### config.mk
export PLATFORM = sky130hd
export DESIGN_NAME = seg_scan_ctrl
export DESIGN_NICKNAME = d
export VERILOG_FILES = /design/src/rtl/seg_scan_ctrl.sv
export SDC_FILE = /design/constraint.sdc
export NUM_CORES = 1
export LEC_CHECK = 0
export CAP_MARGIN = 20
export CORE_AREA = 2 2 91 93
export CTS_BUF_LIST = sky130_fd_sc_hd__clkbuf_16
export DETAILED_ROUTE_END_ITERATION = 16
export DIE_AREA = 0 0 93 95
export PLACE_DENSITY = 0.76
export SLEW_MARGIN = 10
export SYNTH_ARGS = -nofsm -noshare
export SYNTH_HDL_FRONTEND = slang
export SYNTH_SLANG_ARGS = --single-unit
### constraint.sdc
create_clock -name clk -period 6.1 [get_ports clk]
set_input_delay 1.22 -clock clk [delete_from_list [all_inputs] [get_ports clk]]
set_output_delay 1.22 -clock clk [all_outputs]
set_load 0.02 [all_outputs]
### src/rtl/seg_scan_ctrl.sv
// seg_scan_ctrl
//   Time-multiplexed scan controller for a shared-bus multi-digit 7-segment
//   display. Holds a shadow copy of per-digit nibbles, decimal points and
//   enables. Each digit slot starts with a blanking guard, and the nibble is
//   decoded internally. New contents arrive over valid/ready and are only
//   committed at a frame boundary, so a frame is never torn.
//
// Ports
//   clk          system clock
//   rst          synchronous reset, active-high
//   load_valid   new display contents offered
//   load_ready   controller can accept contents (low while a load is pending)
//   load_data    hex nibble per digit, digit i = bits [4i+3:4i]
//   load_dp      decimal point per digit, 1 = lit
//   load_en      digit enable, 0 = digit always dark
//   io_sel       digit select, active-low, bit i = digit i
//   io_seg       segments, active-low: bit0=a .. bit6=g, bit7=dp
//   frame_start  one-cycle pulse on the first output cycle of the digit 0 slot
module seg_scan_ctrl #(
  parameter int DIGITS       = 4,
  parameter int SLOT_CYCLES  = 100000,
  parameter int BLANK_CYCLES = 1000,
  parameter int LZ_SUPPRESS  = 0
) (
  input  logic                  clk,
  input  logic                  rst,
  input  logic                  load_valid,
  output logic                  load_ready,
  input  logic [4*DIGITS-1:0]   load_data,
  input  logic [DIGITS-1:0]     load_dp,
  input  logic [DIGITS-1:0]     load_en,
  output logic [DIGITS-1:0]     io_sel,
  output logic [7:0]            io_seg,
  output logic                  frame_start
);

  localparam int CW = (SLOT_CYCLES > 1) ? $clog2(SLOT_CYCLES) : 1;
  localparam int IW = (DIGITS > 1) ? $clog2(DIGITS) : 1;
  localparam logic [CW-1:0] CNT_LAST  = CW'(SLOT_CYCLES - 1);
  localparam logic [CW-1:0] CNT_DRIVE = CW'(BLANK_CYCLES);
  localparam logic [IW-1:0] IDX_LAST  = IW'(DIGITS - 1);

  typedef enum logic [0:0] {
    ST_BLANK = 1'b0,
    ST_DRIVE = 1'b1
  } state_e;

  // Hex nibble to active-high segments, g..a order.
  function automatic logic [6:0] hex7(input logic [3:0] nib);
    logic [6:0] seg;
    case (nib)
      4'h0:    seg = 7'h3F;
      4'h1:    seg = 7'h06;
      4'h2:    seg = 7'h5B;
      4'h3:    seg = 7'h4F;
      4'h4:    seg = 7'h66;
      4'h5:    seg = 7'h6D;
      4'h6:    seg = 7'h7D;
      4'h7:    seg = 7'h07;
      4'h8:    seg = 7'h7F;
      4'h9:    seg = 7'h6F;
      4'hA:    seg = 7'h77;
      4'hB:    seg = 7'h7C;
      4'hC:    seg = 7'h39;
      4'hD:    seg = 7'h5E;
      4'hE:    seg = 7'h79;
      4'hF:    seg = 7'h71;
      default: seg = 7'h00;
    endcase
    return seg;
  endfunction

  state_e               state_q, state_d;
  logic [CW-1:0]        cnt_q, cnt_d;
  logic [IW-1:0]        idx_q, idx_d;

  logic                 pend_q, pend_d;
  logic [4*DIGITS-1:0]  pend_data_q, pend_data_d;
  logic [DIGITS-1:0]    pend_dp_q, pend_dp_d;
  logic [DIGITS-1:0]    pend_en_q, pend_en_d;

  logic [4*DIGITS-1:0]  shd_data_q, shd_data_d;
  logic [DIGITS-1:0]    shd_dp_q, shd_dp_d;
  logic [DIGITS-1:0]    shd_en_q, shd_en_d;

  logic [DIGITS-1:0]    sel_q, sel_d;
  logic [7:0]           seg_q, seg_d;
  logic                 fs_q, fs_d;

  logic                 slot_end_s;
  logic                 commit_s;
  logic                 xfer_s;
  logic [DIGITS-1:0]    supp_s;
  logic [3:0]           cur_nib_s;

  assign slot_end_s = (cnt_q == CNT_LAST);
  assign commit_s   = slot_end_s && (idx_q == IDX_LAST);
  assign xfer_s     = load_valid && !pend_q;

  assign load_ready  = ~pend_q;
  assign io_sel      = sel_q;
  assign io_seg      = seg_q;
  assign frame_start = fs_q;

  // Free-running slot counter and digit index.
  always_comb begin
    cnt_d = cnt_q;
    idx_d = idx_q;
    if (slot_end_s) begin
      cnt_d = '0;
      if (idx_q == IDX_LAST) begin
        idx_d = '0;
      end else begin
        idx_d = idx_q + IW'(1);
      end
    end else begin
      cnt_d = cnt_q + CW'(1);
    end
  end

  // Blank/drive next state; state_q always matches the phase of cnt_q.
  always_comb begin
    state_d = state_q;
    case (state_q)
      ST_BLANK: begin
        if (cnt_d == CNT_DRIVE) begin
          state_d = ST_DRIVE;
        end else begin
          state_d = ST_BLANK;
        end
      end
      ST_DRIVE: begin
        if (slot_end_s) begin
          state_d = ST_BLANK;
        end else begin
          state_d = ST_DRIVE;
        end
      end
      default: state_d = ST_BLANK;
    endcase
  end

  // Pending register capture and frame-boundary commit into the shadow.
  // A transfer accepted on the commit cycle only fills pending; it waits
  // for the following commit point.
  always_comb begin
    pend_d      = pend_q;
    pend_data_d = pend_data_q;
    pend_dp_d   = pend_dp_q;
    pend_en_d   = pend_en_q;
    shd_data_d  = shd_data_q;
    shd_dp_d    = shd_dp_q;
    shd_en_d    = shd_en_q;
    if (commit_s && pend_q) begin
      shd_data_d = pend_data_q;
      shd_dp_d   = pend_dp_q;
      shd_en_d   = pend_en_q;
      pend_d     = 1'b0;
    end else begin
      pend_d = pend_q;
    end
    if (xfer_s) begin
      pend_d      = 1'b1;
      pend_data_d = load_data;
      pend_dp_d   = load_dp;
      pend_en_d   = load_en;
    end else begin
      pend_data_d = pend_data_q;
    end
  end

  // Leading-zero mask: walk down from the top digit while nibbles stay zero.
  always_comb begin
    logic zero_run;
    zero_run = 1'b1;
    supp_s   = '0;
    for (int k = DIGITS - 1; k >= 0; k--) begin
      zero_run  = zero_run & (shd_data_q[4*k +: 4] == 4'h0);
      supp_s[k] = (LZ_SUPPRESS != 0) && (k > 0) && zero_run;
    end
  end

  // Next registered outputs from the current state, counter and shadow.
  always_comb begin
    cur_nib_s = shd_data_q[{idx_q, 2'b00} +: 4];
    sel_d     = '1;
    seg_d     = 8'hFF;
    fs_d      = (cnt_q == '0) && (idx_q == '0);
    if ((state_q == ST_DRIVE) && shd_en_q[idx_q] && !supp_s[idx_q]) begin
      sel_d = ~(DIGITS'(1) << idx_q);
      seg_d = ~{shd_dp_q[idx_q], hex7(cur_nib_s)};
    end else begin
      sel_d = '1;
      seg_d = 8'hFF;
    end
  end

  // State register.
  always_ff @(posedge clk) begin
    if (rst) begin
      state_q <= ST_BLANK;
    end else begin
      state_q <= state_d;
    end
  end

  // Counters, handshake/shadow storage and output registers.
  always_ff @(posedge clk) begin
    if (rst) begin
      cnt_q       <= '0;
      idx_q       <= '0;
      pend_q      <= 1'b0;
      pend_data_q <= '0;
      pend_dp_q   <= '0;
      pend_en_q   <= '0;
      shd_data_q  <= '0;
      shd_dp_q    <= '0;
      shd_en_q    <= '0;
      sel_q       <= '1;
      seg_q       <= 8'hFF;
      fs_q        <= 1'b0;
    end else begin
      cnt_q       <= cnt_d;
      idx_q       <= idx_d;
      pend_q      <= pend_d;
      pend_data_q <= pend_data_d;
      pend_dp_q   <= pend_dp_d;
      pend_en_q   <= pend_en_d;
      shd_data_q  <= shd_data_d;
      shd_dp_q    <= shd_dp_d;
      shd_en_q    <= shd_en_d;
      sel_q       <= sel_d;
      seg_q       <= seg_d;
      fs_q        <= fs_d;
    end
  end

endmodule

==> flow_summary.ini, run 1 <==
[cts]
cts.clk_slew.worst_paths_ps = 60
htreeDepth = 3
post_cts_resized = 0
post_cts.repair.setup_buffers = 0
clkLatencyLatePin_ps = 330
root_buffer = clkbuf_16
cts_num_sinks = 82
cts_tree = yes
cts.path.max_buffers = 2
cts_buffers = 9
cts_hold_buffers = 0

[floorplanning]
fp.dieH_um = 95
io_pins = 41
core_area_um2 = 7930
num_rows = 33
die_w_um = 93
start_util_pct = 46.7
die_area_um2 = 8840

[sta]
finalCritPeriodShare_pct = 44.4
slew-limit-headroom_pct = 42.8
slew_violations = 0
timing.final.crit_period_ps = 2710
worst_slew_pin_slew_ps = 856
setup_tns_ps = 0
rsz0062_at_grt = no
fin_skew_ps = 5.33
fmax_ghz = 0.369
setup_viol_count_final = 0
finalHoldViolCount = 0

[yosys]
synth_nets = 463
avgSynthCellArea_um2 = 8.72
synth-seq-cells = 82
synth_cells = 425
ys.flop_type = dfxtp_1
netlist_area_um2 = 3700
synth_area_leaders = dfxtp_1, nand2_1, a21oi_1, a21oi_2, ha_1
ys_warn_count = 0
synth_cell_type_count = 49
synth_edf_count = 0
synthArstFlopShare_pct = 0
yosysTopAreaCell = dfxtp_1
yosysTopAreaCellShare_pct = 44.3
synth_seq_area_share_pct = 44.3

[routing]
final_antenna_net_count = 0
drtIter0Drc = 104
avgRoutedWirePerCell_um = 13.0
vias = 2857
routed_wl_um = 7270
avgViaCountPerCell = 5.09
route.detailed.drc = 0
first_pass_iters = 4

[layout]
syn_to_final_growth_pct = 17.9
antenna_cells = 0
fin_cells = 561
nets = 489
drive_gt1_share_pct = 16.0

[worst_setup_path]
setup.worst_path.start_class = register
endpoint_kind = register
critPathMaxStageDelay_ps = 670
cp_max_fo = 24
cp.arrival_ps = 2900
cp_data_required_time_ps = 6290
cp_slowest_cell = nand3_1
crit_type = reg -> reg
cp_cell_sequence = ha_1, and4_4, nand2_4, nor3_4, nand3_1, nand2_1, a21oi_2

[job]
drv_cap = 0

[place]
gp_congestion = 0.842
place_inst = 545
dp.final_hpwl_um = 5010
io_buffers = 40

[global_route]
antenna_found_initial = 0
gr-usage-all-layers_pct = 17.1
overflow = 0
grt_pass1_wl_um = 12100
grt_max_degree = 60
grt_pass1_vias = 2657

[status]
status = finished, final reports clean

[power]
leakage_nw = 1.51
ir_drop_uv = 158
power_density_nw_per_um2 = 261

[hold_path]
hold_class = reg -> reg
[cell usage after synthesis (2+ instances only)]
library cell	count
nor3_1	5
nand2_2	19
inv_1	12
o31ai_1	3
xnor2_1	9
ha_1	11
dfxtp_1	82
a21oi_2	19
nand2_1	97
nor4_1	4
a21oi_1	37
nor4b_1	3
o21ai_0	5
nor2_1	29
nand4_1	4
nor2b_1	3
nand3_1	11
buf_2	2
or3_1	3
or2_2	3
buf_1	3
buf_4	3
buf_12	2
mux2i_1	2
a31oi_1	3
o221ai_1	4
clkbuf_1	15
mux4_2	6
xor2_1	6
[metrics by stage]
step                      util, %  hold slack, ps  setup slack [ps]  cell area, um^2  power [W]
after floorplan                 -             428              4000             3700   0.000600
after global placement       51.3             439              3320             4070   0.000625
after detailed placement     51.4             449              3240             4070   0.000627
after CTS                    55.1             459              3360             4370    0.00115
after global routing         55.1             473              3140             4370    0.00118
final                        55.1             459              3390             4370    0.00114
[critical path, delay by kind of cell, from the launching register on]
kind                       cells  cell delay [ps]
DFF                            1              420
and+or+nand+nor                5             1720
adders and majority gates      1              360
AOI/OAI and AO/OA              1               70
[state kept, by name, summed over array words and instances, names as in the netlist]
register,count
state_q,1
shd_data_q,16
idx_q,2
cnt_q,17
pend_dp_q,4
pend_data_q,16
frame_start,1
shd_dp_q,4
shd_en_q,4
io_sel,4
io_seg,8
pend_en_q,4
pend_q,1
[cells by family (layout without fill, tap and decap cells)]
logic type | count (synthesis) | after routing | share of synthesized area, %
AND/OR/NAND/NOR | 192 | 192 | 24.7
flip-flops | 82 | 82 | 44.3
AO/OA/AOI/OAI | 76 | 76 | 13.2
buffers and inverters | 40 | 71 | 6.08
XOR/XNOR | 15 | 15 | 3.55
adder cells (fa/ha/maj) | 11 | 11 | 3.71
multiplexers | 9 | 9 | 4.49
[metal layers]
metal,global-route usage [%],share of wire [%],up-vias
met5,0,0,-
met3,3.99,3.4,11
li1,-,-,1483
met1,22.6,49,1312
met2,26.9,46,51
met4,7.35,1.6,0
[layout make-up]
class	instances	area, um^2
multi-input cells	303	1840
clock inverters	7	71.3
flip-flops and latches	82	1640
well taps	105	131
fillers	769	3560
inverters	12	45.0
clock buffers	9	225
repair buffers	43	415
[placed cells by master, fill, tap and decap left out, drive strengths merged, types with 3 or more instances in the layout]
cell | netlist | layout
nand2 | 117 | 117
dfxtp | 82 | 82
a21oi | 56 | 56
clkdlybuf4s50 | 0 | 39
nor2 | 29 | 29
inv | 12 | 13
nand3 | 11 | 11
ha | 11 | 11
xnor2 | 9 | 9
clkbuf | 16 | 9
o21ai | 7 | 7
mux4 | 6 | 6
xor2 | 6 | 6
nor3 | 6 | 6
nand4 | 5 | 5
nor4 | 4 | 4
o221ai | 4 | 4
buf | 12 | 4
nor2b | 3 | 3
or2 | 3 | 3
a31oi | 3 | 3
o31ai | 3 | 3
or3 | 3 | 3
nor4b | 3 | 3
clkinv | 0 | 3
[worst paths after layout]
path,end,slack [ps],from,cells past startpoint
max,shd_data_q[11],3390,cnt_q[0],7
min,pend_data_q[4],460,pend_data_q[4],2
max reg2reg,shd_data_q[11],3390,cnt_q[0],7
min reg2reg,pend_data_q[4],460,pend_data_q[4],2
[where the power goes]
group	switching (W)	total (W)	internal, W
Clock	0.000211	0.000527	0.000316
Sequential	0.00000938	0.000557	0.000547
Combinational	0.0000298	0.0000585	0.0000286
Total	0.000250	0.00114	0.000892
Power figures use the tool's default switching activity.
==> run 2: changes to the inputs <==
--- a/config.mk
+++ b/config.mk
@@ -10,7 +10,7 @@
 export CTS_BUF_LIST = sky130_fd_sc_hd__clkbuf_16
 export DETAILED_ROUTE_END_ITERATION = 16
 export DIE_AREA = 0 0 93 95
-export PLACE_DENSITY = 0.76
+export PLACE_DENSITY = 0.79
 export SLEW_MARGIN = 10
 export SYNTH_ARGS = -nofsm -noshare
 export SYNTH_HDL_FRONTEND = slang
==> constraint.sdc (replaced) <==
create_clock -name clk -period 2.32 [get_ports clk]
set_input_delay 0.464 -clock clk [delete_from_list [all_inputs] [get_ports clk]]
set_output_delay 0.464 -clock clk [all_outputs]
set_load 0.02 [all_outputs]
==> flow_summary.ini, run 2 (synthesis gave the netlist of run 1 again) <==
[status]
status = finished, final reports clean

[worst_setup_path]
rr_worst_depth = 6
critical_path_depth = 6
r2r_end = io_seg[3]
crit_type = reg -> reg
rr_startpoint = idx_q[1]
critPathMaxStageDelay_ps = 610
endpoint_kind = register
setup.worst_path.start_class = register
cp_data_required_time_ps = 2530
crit_buf_inv = 2
cp_max_fo = 6
r2r_setup_slack_ps = 190
cp_cell_sequence = mux4_2, inv_1, ha_1, inv_1, mux4_2, nand2b_1
path_delay_family = multiplexers
cp_slowest_cell = mux4_2
cp.arrival_ps = 2350

[routing]
route.detailed.drc = 0
vias = 2914
drtIter0Drc = 118
avgRoutedWirePerCell_um = 13.0
wl_met3_um = 319
top_layer = met4
routed_wl_um = 7380
avgViaCountPerCell = 5.11
first_pass_iters = 4
wl_met2_um = 3360
final_antenna_net_count = 0
route.layer.met1.wl_um = 3570

[layout]
antenna_cells = 0
nets = 498
final_common_cell = nand2_1
largest_reg_flops = 17
top_regs = cnt_q: 17 flops, pend_data_q: 16 flops, shd_data_q: 16 flops
regMostFlops = cnt_q
final_cell_mix = nand2_1, dfxtp_1, clkdlybuf4s50_1
drive_gt1_share_pct = 17.8
nFillCells = 721
syn_to_final_growth_pct = 19.4

[sta]
fmax_ghz = 0.469
worst_slack_ps = 187
setup_tns_ps = 0
slew_violations = 0
setup_viol_count_final = 0
slew-limit-headroom_pct = 55.8
finalHoldViolCount = 0
rsz0062_at_grt = no
finalCritPeriodShare_pct = 91.9
timing.final.crit_period_ps = 2130
holdWs_ps = 375
fin_skew_ps = 6.52
worst_slew_pin_slew_ps = 662

[cts]
cts_num_sinks = 82
cts_buffers = 9
post_cts.repair.setup_buffers = 0
htreeDepth = 3
cts_hold_buffers = 0
cts.path.max_buffers = 2
cts.clk_slew.worst_paths_ps = 60
post_cts_resized = 0
cts_tree = yes
root_buffer = clkbuf_16
clkLatencyLatePin_ps = 330

[global_route]
antenna_found_initial = 0
overflow = 0
grt_max_degree = 56
grt_pass1_wl_um = 12400
gr-usage-all-layers_pct = 17.6
grt_pass1_vias = 2702

[power]
netSwitchingPower_w = 0.000679
seq_power_share_pct = 50.0
pwr-share-clk_pct = 44.6
leakage_nw = 1.55
comb_power_share_pct = 5.4
ir_drop_uv = 424
internal_power_w = 0.00225
power_density_nw_per_um2 = 663
power_w = 0.00293
swShare_pct = 23.2

[floorplanning]
fp.dieH_um = 95
die_w_um = 93
start_util_pct = 46.7
num_rows = 33
core_area_um2 = 7930
die_area_um2 = 8840
io_pins = 41

[hold_path]
hold_path_end = cnt_q[4]
hold_start = rst
hold_class = in -> reg
holdPathStages = 2

[job]
drv_cap = 0

[place]
dp.final_hpwl_um = 5130
io_buffers = 40
gp_congestion = 0.899
place_ws_ps = 200
==> run 2: cell count changes in the layout (fill, tap and decap cells not counted), sizes merged <==
cell,change
buf,+9
bufinv,-1
clkinv,+1
==> run 2: per-layer routing <==
metal | up-vias | global-route usage, %
li1 | 1489 | -
met1 | 1342 | 22.8
met2 | 69 | 28.4
met3 | 14 | 4.47
met4 | 0 | 6.25
met5 | - | 0
==> run 2: power groups by stage <==
stage | Combinational [W] | Sequential [W] | Clock (W)
6_report | 0.000159 | 0.00146 | 0.00131
5_1_grt | 0.000179 | 0.00147 | 0.00139
4_1_cts | 0.000160 | 0.00146 | 0.00133
3_5_place_dp | 0.000158 | 0.00150 | 0
3_3_place_gp | 0.000155 | 0.00149 | 0
2_1_floorplan | 0.0000890 | 0.00149 | 0
==> run 2: worst max path at each step <==
stage,startpoint,to
after CTS,idx_q[1],io_seg[3]
after global routing,idx_q[1],io_seg[3]
after floorplan,idx_q[1],io_seg[3]
after global placement,idx_q[1],io_seg[3]
final,idx_q[1],io_seg[3]
after detailed placement,idx_q[1],io_seg[3]
==> run 2: per-stage QoR <==
| step | instance area [um^2] | utilization, % | instances |
|---|---|---|---|
| 6_report | 4420 | 55.8 | 570 |
| 2_1_floorplan | 3700 | - | 425 |
| 3_5_place_dp | 4140 | 52.2 | 554 |
| 3_3_place_gp | 4140 | 52.2 | 554 |
| 5_1_grt | 4420 | 55.8 | 570 |
| 4_1_cts | 4420 | 55.8 | 570 |
==> run 2: layout make-up <==
| class | instances | area (um^2) | share of cell area [%] |
|---|---|---|---|
| Clock buffer | 9 | 225 | 5.09 |
| Clock inverter | 7 | 55.1 | 1.25 |
| Inverter | 12 | 45.0 | 1.02 |
| Multi-Input combinational cell | 303 | 1840 | 41.6 |
| Sequential cell | 82 | 1640 | 37.1 |
| Tap cell | 105 | 131 | 2.97 |
| Timing Repair Buffer | 52 | 485 | 11.0 |
==> run 2: worst reg2reg max path, cell delays in order, from the launching register on <==
cell and delay, ps:
dfxtp_1 490, mux4_2 610, inv_1 140, ha_1 170, inv_1 40, mux4_2 420, nand2b_1 140
==> run 3: changes to the inputs <==
--- a/config.mk
+++ b/config.mk
@@ -6,11 +6,11 @@
 export NUM_CORES = 1
 export LEC_CHECK = 0
 export CAP_MARGIN = 20
-export CORE_AREA = 2 2 91 93
+export CORE_AREA = 2 2 84 102
 export CTS_BUF_LIST = sky130_fd_sc_hd__clkbuf_16
 export DETAILED_ROUTE_END_ITERATION = 16
-export DIE_AREA = 0 0 93 95
-export PLACE_DENSITY = 0.79
+export DIE_AREA = 0 0 86 104
+export PLACE_DENSITY = 0.78
 export SLEW_MARGIN = 10
 export SYNTH_ARGS = -nofsm -noshare
 export SYNTH_HDL_FRONTEND = slang
==> flow_summary.ini, run 3 (synthesis gave the netlist of run 1 again) <==
[status]
status = finished, final reports clean

[floorplanning]
die_w_um = 86
start_util_pct = 46.5
num_rows = 36
fp.dieH_um = 104
core_area_um2 = 7970
die_area_um2 = 8940
io_pins = 41

[job]
drv_cap = 0

[worst_setup_path]
cp.arrival_ps = 2270
cp_data_required_time_ps = 2540
crit_type = reg -> reg
endpoint_kind = register
rr_startpoint = idx_q[1]
setup.worst_path.start = idx_q[1]
cp_max_fo = 7
rr_worst_depth = 6
setup.worst_path.start_class = register

[hold_path]
hold_class = in -> reg
hold_start = rst
holdPathStages = 2

[cts]
root_buffer = clkbuf_16
htreeDepth = 3
cts_num_sinks = 82
clkLatencyLatePin_ps = 340
cts.path.max_buffers = 2
cts_hold_buffers = 0
cts_tree = yes
cts.clk_slew.worst_paths_ps = 60
post_cts_resized = 0
cts_buffers = 9
post_cts.repair.setup_buffers = 0

[global_route]
antenna_found_initial = 0
overflow = 0
grt_max_degree = 56
gr-usage-all-layers_pct = 17.4
grt_pass1_vias = 2777
grt_pass1_wl_um = 12500

[layout]
antenna_cells = 0
syn_to_final_growth_pct = 19.3
final_common_cell = nand2_1
register_area_um2 = 1640
final_cell_mix = nand2_1, dfxtp_1, clkdlybuf4s50_1
drive_gt1_share_pct = 17.5
nFillCells = 726
multi_input_area_um2 = 1840
regMostFlops = cnt_q
fin_cells = 558
nets = 496
top_regs = cnt_q: 17 flops, pend_data_q: 16 flops, shd_data_q: 16 flops
largest_reg_flops = 17

[routing]
avgRoutedWirePerCell_um = 12.9
avgViaCountPerCell = 5.23
drtIter0Drc = 167
final_antenna_net_count = 0
wl_met3_um = 257
top_layer = met4
route.detailed.drc = 0
first_pass_iters = 4
routed_wl_um = 7180
wl_met2_um = 3450
vias = 2920
route.layer.met1.wl_um = 3310

[sta]
slew_violations = 0
holdWs_ps = 371
slew-limit-headroom_pct = 56.0
worst_slew_pin_slew_ps = 660
rsz0062_at_grt = no
fin_skew_ps = 6.99
setup_tns_ps = 0
fmax_ghz = 0.486
finalCritPeriodShare_pct = 88.6
setup_viol_count_final = 0
finalHoldViolCount = 0
timing.final.crit_period_ps = 2060

[power]
ir_drop_uv = 441
power_density_nw_per_um2 = 690
leakage_nw = 1.56

[place]
dp.final_hpwl_um = 5040
place_inst = 542
io_buffers = 40
gp_congestion = 0.901
==> run 3: cell type report <==
type	count	share of cell area [%]
clock buffer	9	5.10
clock inverter	7	1.76
inverter	12	1.02
multi-input combinational	303	41.6
sequential	82	37.2
tap	95	2.69
timing repair buffer	50	10.6
==> run 3: layer usage <==
layer  GRT usage [%]  vias to the layer above
met1            21.8                     1359
met3            4.21                       11
li1                -                     1498
met2            27.6                       52
met4            8.96                        0
met5               0                        -
==> run 3: stage by stage <==
step,area [um^2],setup slack [ps],util (%),power (W)
2_1_floorplan,3700,246,-,0.00158
3_3_place_gp,4110,242,51.6,0.00165
3_5_place_dp,4110,144,51.6,0.00165
4_1_cts,4420,130,55.4,0.00309
5_1_grt,4420,103,55.4,0.00316
6_report,4420,263,55.4,0.00305
==> run 3: power by group <==
part	switching (W)	internal, W	leakage, nW
Sequential	0.0000239	0.00144	0.666
Combinational	0.0000787	0.0000776	0.741
Clock	0.000587	0.000840	0.148
==> run 3: critical path, cell delays in order (launching register included) <==
cell and delay (ps):
dfxtp_2 420, mux4_2 590, inv_1 120, ha_1 160, inv_1 50, mux4_2 440
nand2b_1 150
==> run 3: final timing paths <==
kind / endpoint / slack [ps]
setup / recovery: io_seg[3] / 260
hold / removal: cnt_q[2] / 370
setup reg to reg: io_seg[3] / 260
hold reg to reg: shd_data_q[6] / 450
